`src/rtl/dmem_arbiter_pkg.sv`:
```
`default_nettype none
// ============================================================================
//  Module   : dmem_arbiter_pkg
//  Brief    : Shared widths and arbiter state encoding for the dmem arbiter.
//  Revision : 1.0  initial release
// ============================================================================
package dmem_arbiter_pkg;

  localparam int DMEM_ADDR_W = 12;
  localparam int DMEM_DATA_W = 32;

  // IDLE: no owner; OWNk: port k holds a burst lock.
  typedef enum logic [1:0] {
    ST_IDLE = 2'd0,
    ST_OWN0 = 2'd1,
    ST_OWN1 = 2'd2
  } arb_state_e;

endpackage
`default_nettype wire

```
`src/rtl/dmem_arbiter_rr_pick2.sv`:
```
`default_nettype none
// ============================================================================
//  Module   : rr_pick2
//  Brief    : Two-way round-robin pick. Single requester wins outright;
//             on contention the port named by ptr wins. Output is one-hot.
//  Revision : 1.0  initial release
// ============================================================================
module rr_pick2 (
  input  logic [1:0] req,
  input  logic       ptr,
  output logic [1:0] pick
);

  // Resolve the request pair into a one-hot winner.
  always_comb begin
    pick = 2'b00;
    case (req)
      2'b01:   pick = 2'b01;
      2'b10:   pick = 2'b10;
      2'b11:   pick = ptr ? 2'b10 : 2'b01;
      default: pick = 2'b00;
    endcase
  end

endmodule
`default_nettype wire

```
`src/rtl/dmem_arbiter.sv`:
```
`default_nettype none
// ============================================================================
//  Module   : dmem_arbiter
//  Brief    : Shares the single-port dmem between the load/store unit (port 0)
//             and a secondary master (port 1). Round-robin with burst lock.
//             dmem is clocked on the falling edge, so a granted access
//             completes inside the grant cycle and load data is registered
//             on the following rising edge.
//  Revision : 1.0  initial release
// ============================================================================
module dmem_arbiter
  import dmem_arbiter_pkg::*;
#(
  parameter int ADDR_W = DMEM_ADDR_W,
  parameter int DATA_W = DMEM_DATA_W
) (
  input  logic              clock,
  input  logic              reset,
  input  logic [1:0]        req,
  input  logic [1:0]        we,
  input  logic [1:0]        lock,
  input  logic [ADDR_W-1:0] addr0,
  input  logic [ADDR_W-1:0] addr1,
  input  logic [DATA_W-1:0] wdata0,
  input  logic [DATA_W-1:0] wdata1,
  output logic [1:0]        gnt,
  output logic [1:0]        rvalid,
  output logic [DATA_W-1:0] rdata,
  output logic [ADDR_W-1:0] mem_address,
  output logic [DATA_W-1:0] mem_data,
  output logic              mem_wren,
  input  logic [DATA_W-1:0] mem_q
);

  arb_state_e        state;
  arb_state_e        state_next;
  logic              rr_ptr;
  logic [1:0]        pick;
  logic [1:0]        load_gnt;
  logic [1:0]        rvalid_q;
  logic [DATA_W-1:0] rdata_q;

  rr_pick2 u_pick (
    .req  (req),
    .ptr  (rr_ptr),
    .pick (pick)
  );

  // Grant and next-state: a locked owner excludes the other port; otherwise
  // the round-robin pick decides. Nothing is granted while reset is high.
  always_comb begin
    gnt        = 2'b00;
    state_next = state;
    if (!reset) begin
      case (state)
        ST_OWN0: begin
          gnt = {1'b0, req[0]};
          if (!(req[0] && lock[0])) state_next = ST_IDLE;
        end
        ST_OWN1: begin
          gnt = {req[1], 1'b0};
          if (!(req[1] && lock[1])) state_next = ST_IDLE;
        end
        default: begin
          gnt = pick;
          if (pick[0] && lock[0])      state_next = ST_OWN0;
          else if (pick[1] && lock[1]) state_next = ST_OWN1;
          else                         state_next = ST_IDLE;
        end
      endcase
    end
  end

  // Route the granted port onto the dmem bus; idle bus is driven to zero.
  always_comb begin
    mem_address = '0;
    mem_data    = '0;
    mem_wren    = 1'b0;
    if (gnt[0]) begin
      mem_address = addr0;
      mem_data    = wdata0;
      mem_wren    = we[0];
    end else if (gnt[1]) begin
      mem_address = addr1;
      mem_data    = wdata1;
      mem_wren    = we[1];
    end
  end

  assign load_gnt = gnt & ~we;

  // State, fairness pointer and one-cycle load response pipeline.
  always_ff @(posedge clock) begin
    if (reset) begin
      state    <= ST_IDLE;
      rr_ptr   <= 1'b0;
      rvalid_q <= 2'b00;
      rdata_q  <= '0;
    end else begin
      state    <= state_next;
      if (gnt[0])      rr_ptr <= 1'b1;
      else if (gnt[1]) rr_ptr <= 1'b0;
      rvalid_q <= load_gnt;
      if (|load_gnt) rdata_q <= mem_q;
    end
  end

  // Reset masks the response so a load granted just before reset never
  // reports valid during the reset cycle.
  assign rvalid = reset ? 2'b00 : rvalid_q;
  assign rdata  = reset ? '0    : rdata_q;

endmodule
`default_nettype wire
```
`config.mk`:
```
export PLATFORM = sky130hd
export DESIGN_NAME = dmem_arbiter
export DESIGN_NICKNAME = d
export VERILOG_FILES = /design/src/rtl/dmem_arbiter_pkg.sv /design/src/rtl/dmem_arbiter_rr_pick2.sv /design/src/rtl/dmem_arbiter.sv
export SDC_FILE = /design/constraint.sdc
export NUM_CORES = 1
export LEC_CHECK = 0
export ABC_AREA = 1
export CORE_UTILIZATION = 33
export CTS_CLUSTER_DIAMETER = 80
export CTS_CLUSTER_SIZE = 28
export DETAILED_ROUTE_END_ITERATION = 8
export PLACE_DENSITY = 0.89
export SLEW_MARGIN = 20
export SYNTH_ARGS = -nofsm -noshare
export SYNTH_HDL_FRONTEND = slang
export SYNTH_HIERARCHICAL = 1
export SYNTH_SLANG_ARGS = --single-unit
```
`constraint.sdc`:
```
create_clock -name clock -period 2.4 [get_ports clock]
set_clock_uncertainty 0.05 [all_clocks]
set_input_delay 0.48 -clock clock [delete_from_list [all_inputs] [get_ports clock]]
set_output_delay 0.48 -clock clock [all_outputs]
set_load 0.02 [all_outputs]
```
==> results of run 1 <==
-- worst max-delay path, cell delays in order --
cell and delay, ps:
clkdlybuf4s15_1 270, nand2_1 110, nand2_2 110, inv_1 70
nand2_2 100, nand2_4 60, nor2_4 160, buf_12 140
buf_12 120, clkbuf_16 150, nand3_2 80, nand2_2 100
buf_6 120
-- final timing paths --
| kind | start | to | slack [ps] | depth (start not counted) |
|---|---|---|---|---|
| setup reg to reg | state[0] | rdata_q[4] | 360 | 10 |
| setup / recovery | req[1] | mem_data[8] | -210 | 13 |
| hold / removal | state[1] | state[1] | 470 | 2 |
| hold reg to reg | state[1] | state[1] | 470 | 2 |
-- per-stage QoR --
stage	hold slack [ps]	setup slack [ps]	setup TNS [ps]
2_1_floorplan	408.0	255.0	0
3_3_place_gp	434.2	-667.7	-36500
3_5_place_dp	441.5	-777.8	-42000
4_1_cts	463.6	-87.16	-1645
5_1_grt	498.9	-255.6	-7512
6_report	470.7	-210.4	-5173
-- registers in the layout, summed over array words and instances, names as in the netlist --
| name | flops |
|---|---|
| rdata_q | 32 |
| rvalid_q | 2 |
| state | 2 |
| rr_ptr | 1 |
-- final cells by class --
cell class              count  area share
clock buffers               5     0.01247
clock inverters             3    0.003174
inverters                  49     0.03605
multi-input cells         326      0.3042
flip-flops and latches     37      0.1347
well taps                  99     0.02244
repair buffers            249      0.4870
-- cell usage after synthesis (all sizes together) --
library cell  instances
inv                  49
clkbuf                7
buf                  28
o22ai                 1
nand2               133
nand4                 2
dfxtp                37
nand3                79
nor2                 73
o21ai                 2
ha                    2
a21oi                34
-- cell families after synthesis --
group	Yosys count	synth area share
AOI/OAI and AO/OA	37	0.07329
adders and majority gates	2	0.009836
buffers and inverters	84	0.1540
DFF	37	0.2912
and+or+nand+nor	287	0.4717
-- per-layer routing --
layer	vias to the layer above	routed length (um)	share of wire	GRT usage
met2	255	6576	0.50	0.4917
met3	66	1220	0.094	0.06684
li1	1839	-	-	-
met4	0	767	0.059	0.1216
met5	-	0	0	0
met1	1806	4460	0.34	0.2880
-- placed cells by master (no fill, tap or decap), types with 3 or more instances in the layout --
master           count
clkdlybuf4s50_1    157
nand2_1             99
nor2_1              72
nand3_1             53
inv_1               44
buf_6               39
dfxtp_1             35
a21oi_1             32
nand2_2             31
buf_4               27
nand3_2             23
buf_16               6
clkbuf_8             5
clkbuf_16            5
buf_12               5
inv_2                3
nand2_4              3
nand3_4              3
buf_2                3
-- power breakdown --
group	leakage (nW)	internal (mW)	switching (mW)
clock network	0.0439	0.200	0.226
registers	0.305	0.692	0.0249
logic	2.24	0.825	0.822
total	2.59	1.72	1.07
-- timing repair --
action	in CTS	in global routing
gates resized for setup	272	88
gates cloned	5	6
hold buffers	0	0
buffers inserted	5	4
endpoints found under the setup margin	81	47
pin swaps	9	29
==> impl_metrics.py, run 1 <==
metrics = {
    "placed_design": {
        "dp_cells": 740,
        "dp_hpwl_mm": 7.577,
        "placed_area_mm2": 0.004737,
        "portBuffers": 208,
        "place.gp.congestion": 0.9323,
    },
    "grt": {
        "grt.total_usage": 0.2681,
        "grt_pass1_wl_mm": 17.77,
        "grt_pass1_vias": 3645,
        "grt_max_degree": 66,
        "grt_overflow": 0,
        "antenna_found_initial": 0,
    },
    "timing": {
        "worst_pin_slew_ps": 601.4,
        "setup_ws_ps": -210.4,
        "relSlewSlack": 0.5991,
        "fmax_ghz": 0.3831,
        "period_share": 1.088,
        "hold_viol_final": 0,
        "rsz0062_at_grt": "true",
        "fin_crit_ps": 2610,
        "slew_viol_final": 0,
        "finalSetupViolations": 46,
    },
    "power_and_ir_drop": {
        "p_leak_nw": 2.587,
        "vdd_drop_max_uv": 365.8,
        "p_total_mw": 2.790,
        "power_density_mw_per_mm2": 505.5,
    },
    "detailed_routing": {
        "routed_wl_mm": 13.03,
        "drtIter0Drc": 170,
        "wl_per_cell_um": 16.96,
        "vias": 3966,
        "final_antenna_net_count": 0,
        "first_pass_iters": 4,
        "drc": 0,
        "viasPerCell": 5.164,
    },
    "floorplanning": {
        "io_pins": 209,
        "die-area_mm2": 0.008063,
        "rows": 31,
        "core_mm2": 0.007370,
        "fp.dieH_um": 89.80,
        "floorplan.initialDensity": 0.3452,
        "die_x_um": 89.80,
    },
    "min_path": {
        "hold_path.class": "reg -> reg",
    },
    "logic_synthesis": {
        "syn-num-nets": 577,
        "synth_area_leader_cell": "dfxtp_1",
        "synth.distinct_cells": 18,
        "syn_avg_cell_area_um2": 5.691,
        "yosys-top-cells-area": "dfxtp_1 29%, nand2_1 20%, nand3_1 15%, nor2_1 11%, inv_1 6.8%",
        "ys_seq_elements": 37,
        "ys_seq_area_frac": 0.2912,
        "yosys_warnings": 6,
        "yosys.area.top_type_share": 0.2912,
        "synth_area_mm2": 0.002544,
        "synthCells": 447,
    },
    "flow_run": {
        "max-cap-violations": 0,
    },
    "finish": {
        "final_core_util": 0.7489,
        "syn2layout_area_growth_pct": 117.0,
        "multi_input_area_mm2": 0.001679,
        "regArea_um2": 743.2,
        "num_antenna_cells": 0,
        "filler_cell_count": 516,
        "drive_above_1_share": 0.2511,
        "final_cell_area_mm2": 0.005519,
        "finalNonFillerCells": 768,
        "layout.nets": 798,
    },
    "cts": {
        "cts_tree": "done",
        "cts-buffers-inserted": 5,
        "cts_max_level": 2,
        "cts_root_buf": "clkbuf_8",
        "cts.sinks": 37,
        "clkTransAtPathRegs_ps": 70,
        "clk_latency_ps": 280,
        "cts_buffer_depth": 2,
    },
    "critical_path": {
        "crit_required_ps": 1870,
        "critPathKind": "in -> out",
        "cp.arrival_ps": 2080,
        "critPathCaptureType": "primary output",
        "worstSetupStartpointType": "input port",
        "crit_fanout": 5,
    },
    "status": {
        "status": "finished, violations left",
        "violations": "setup timing",
    },
}
Note: power is estimated with default switching activity, not from simulation.
==> inputs of run 2 (changes only) <==
SKIP_LAST_GASP = 1   (was default)
==> run 2 against run 1 <==
  * Largest cell class unchanged
  * Via count down 2.3%
  * Worst hold slack lost 4.2 ps
  * Wire length down 5.8%
  * Final cell count fell by 0.13%
  * The flow still finishes with violations (setup timing)
  * Critical endpoint is now mem_data[23]
  * Register-to-register slack is essentially flat
  * Global-route usage about the same
  * Critical path type unchanged
  * Clock power about the same
  * Clock-buffer cell count unchanged
==> impl_metrics.py, run 2 (synthesized netlist as in run 1, its figures left out) <==
metrics = {
    "critical_path": {
        "r2r_slack_ps": 350,
        "critPathMostFrequentCell": "nand2_2",
        "crit_required_ps": 1870,
        "crit_fanout": 5,
        "crit_family": "buffers and inverters",
        "critical_path.max_stage_delay_ps": 200,
        "worstPathCellList": "clkdlybuf4s15_1 > inv_2 > nand2_1 > nand2_2 > inv_1 > nand2_2 > nand2_4 > nor2_4 > buf_12 > buf_12 > clkbuf_16 > nand3_2 > nand2_2 > buf_6",
        "worstSetupStartpointType": "input port",
        "cp.arrival_ps": 1970,
        "critPathCaptureType": "primary output",
        "critPathKind": "in -> out",
        "crit_slowest_cell": "clkdlybuf4s15_1",
        "cp_num_buf_inv": 7,
    },
    "finish": {
        "filler_cell_count": 550,
        "final_core_util": 0.7278,
        "largest_reg_flops": 32,
        "max_flop_register": "rdata_q",
        "final_common_cell": "clkdlybuf4s50_1",
        "final_cell_area_mm2": 0.005364,
        "finalNonFillerCells": 767,
        "drive_above_1_share": 0.2309,
        "final_cell_mix": "157 x clkdlybuf4s50_1, 107 x nand2_1, 72 x nor2_1",
        "reg_top3": "rdata_q: 32 flops, rvalid_q: 2 flops, state: 2 flops",
        "layout.nets": 796,
        "syn2layout_area_growth_pct": 110.9,
    },
    "cts": {
        "clkTransAtPathRegs_ps": 70,
        "cts_max_level": 2,
        "cts_tree": "done",
        "cts_buffer_depth": 2,
        "cts_root_buf": "clkbuf_8",
        "clk_latency_ps": 280,
        "cts.sinks": 37,
        "cts-buffers-inserted": 5,
    },
    "grt": {
        "met3_usage": 0.06599,
        "grt.total_usage": 0.2683,
        "grt_max_degree": 66,
        "antenna_found_initial": 1,
        "grt_pass1_vias": 3636,
        "use_met1": 0.2880,
        "grt_overflow": 0,
        "gr-usage-met2": 0.4936,
        "busiest_layer": "met2",
        "grt_pass1_wl_mm": 17.76,
    },
    "timing": {
        "hold_slack_ps": 466.6,
        "finalSetupViolations": 37,
        "fin_tns_setup_ps": -1895,
        "slew_viol_final": 0,
        "relSlewSlack": 0.5978,
        "period_share": 1.043,
        "worst_pin_slew_ps": 603.3,
        "rsz0062_at_grt": "true",
        "setup_ws_ps": -103.8,
        "fin_crit_ps": 2504,
        "fmax_ghz": 0.3994,
        "hold_viol_final": 0,
    },
    "placed_design": {
        "dp_slack_ps": -777.8,
        "dp_cells": 740,
        "portBuffers": 208,
        "dp_hpwl_mm": 7.577,
        "place.gp.congestion": 0.9323,
        "placed_area_mm2": 0.004737,
    },
    "floorplanning": {
        "core_mm2": 0.007370,
        "floorplan.initialDensity": 0.3452,
        "rows": 31,
        "io_pins": 209,
        "fp.dieH_um": 89.80,
        "die-area_mm2": 0.008063,
        "die_x_um": 89.80,
    },
    "detailed_routing": {
        "routed_wl_mm": 12.27,
        "drc": 0,
        "drtIter0Drc": 142,
        "viasPerCell": 5.051,
        "vias": 3874,
        "first_pass_iters": 5,
        "final_antenna_net_count": 0,
        "wl_per_cell_um": 16.00,
    },
    "power_and_ir_drop": {
        "pwr-share-seq": 0.264,
        "internal_power_mw": 1.668,
        "combPwrFrac": 0.578,
        "clkPwrFrac": 0.158,
        "swShare": 0.3839,
        "power_density_mw_per_mm2": 504.8,
        "vdd_drop_max_uv": 364.0,
        "p_leak_nw": 2.548,
        "p_total_mw": 2.708,
        "p_sw_mw": 1.039,
    },
    "flow_run": {
        "max-cap-violations": 0,
    },
    "status": {
        "violations": "setup timing",
        "status": "finished, violations left",
    },
    "min_path": {
        "hold_path.class": "reg -> reg",
    },
}
==> run 2: area by class of cell <==
cell class                 instances  area [um^2]  area share
sequential                        37        743.2      0.1386
clock inverter                     3        17.52    0.003266
clock buffer                       5        68.82     0.01283
antenna                            1        2.502   0.0004665
inverter                          49        191.4     0.03569
timing repair buffer             247         2582      0.4815
multi-input combinational        326         1634      0.3046
tap                               99        123.9     0.02309
==> run 2: repair_timing <==
action	CTS	global route
endpoints found under the setup margin	81	47
gates resized for setup	267	57
pin swaps	9	29
buffers inserted	5	4
cloned	5	4
hold buffers	0	0
==> run 2: worst register-to-register path, cell delays in order (launching register included) <==
cell and delay, ps:
dfxtp_2 330, buf_4 130, ha_1 180, nand2_1 100, nand2_1 120, buf_4 160
nand4_2 60, buf_4 500, nand3_1 180, nand2_1 100, nor2_1 40
==> run 2: worst paths after layout <==
path         startpoint            to  depth (start not counted)
max              req[0]  mem_data[23]                         14
max reg2reg    state[0]    rdata_q[4]                         10
min              rr_ptr        rr_ptr                          2
min reg2reg      rr_ptr        rr_ptr                          2
==> run 2: power groups by stage <==
stage                     Combinational [mW]  Sequential, mW  Clock (mW)
after floorplan                        0.658           0.721           0
after global placement                  1.24           0.725           0
after detailed placement                1.27           0.729           0
after CTS                               1.40           0.717       0.444
after global routing                    1.67           0.724       0.463
final                                   1.56           0.716       0.427
==> run 2: per-layer routing <==
layer | wire, um | share of wire | vias up
met3 | 1130 | 0.092 | 48
li1 | - | - | 1830
met5 | 0 | 0 | -
met2 | 6254 | 0.51 | 233
met1 | 4342 | 0.35 | 1763
met4 | 548 | 0.045 | 0
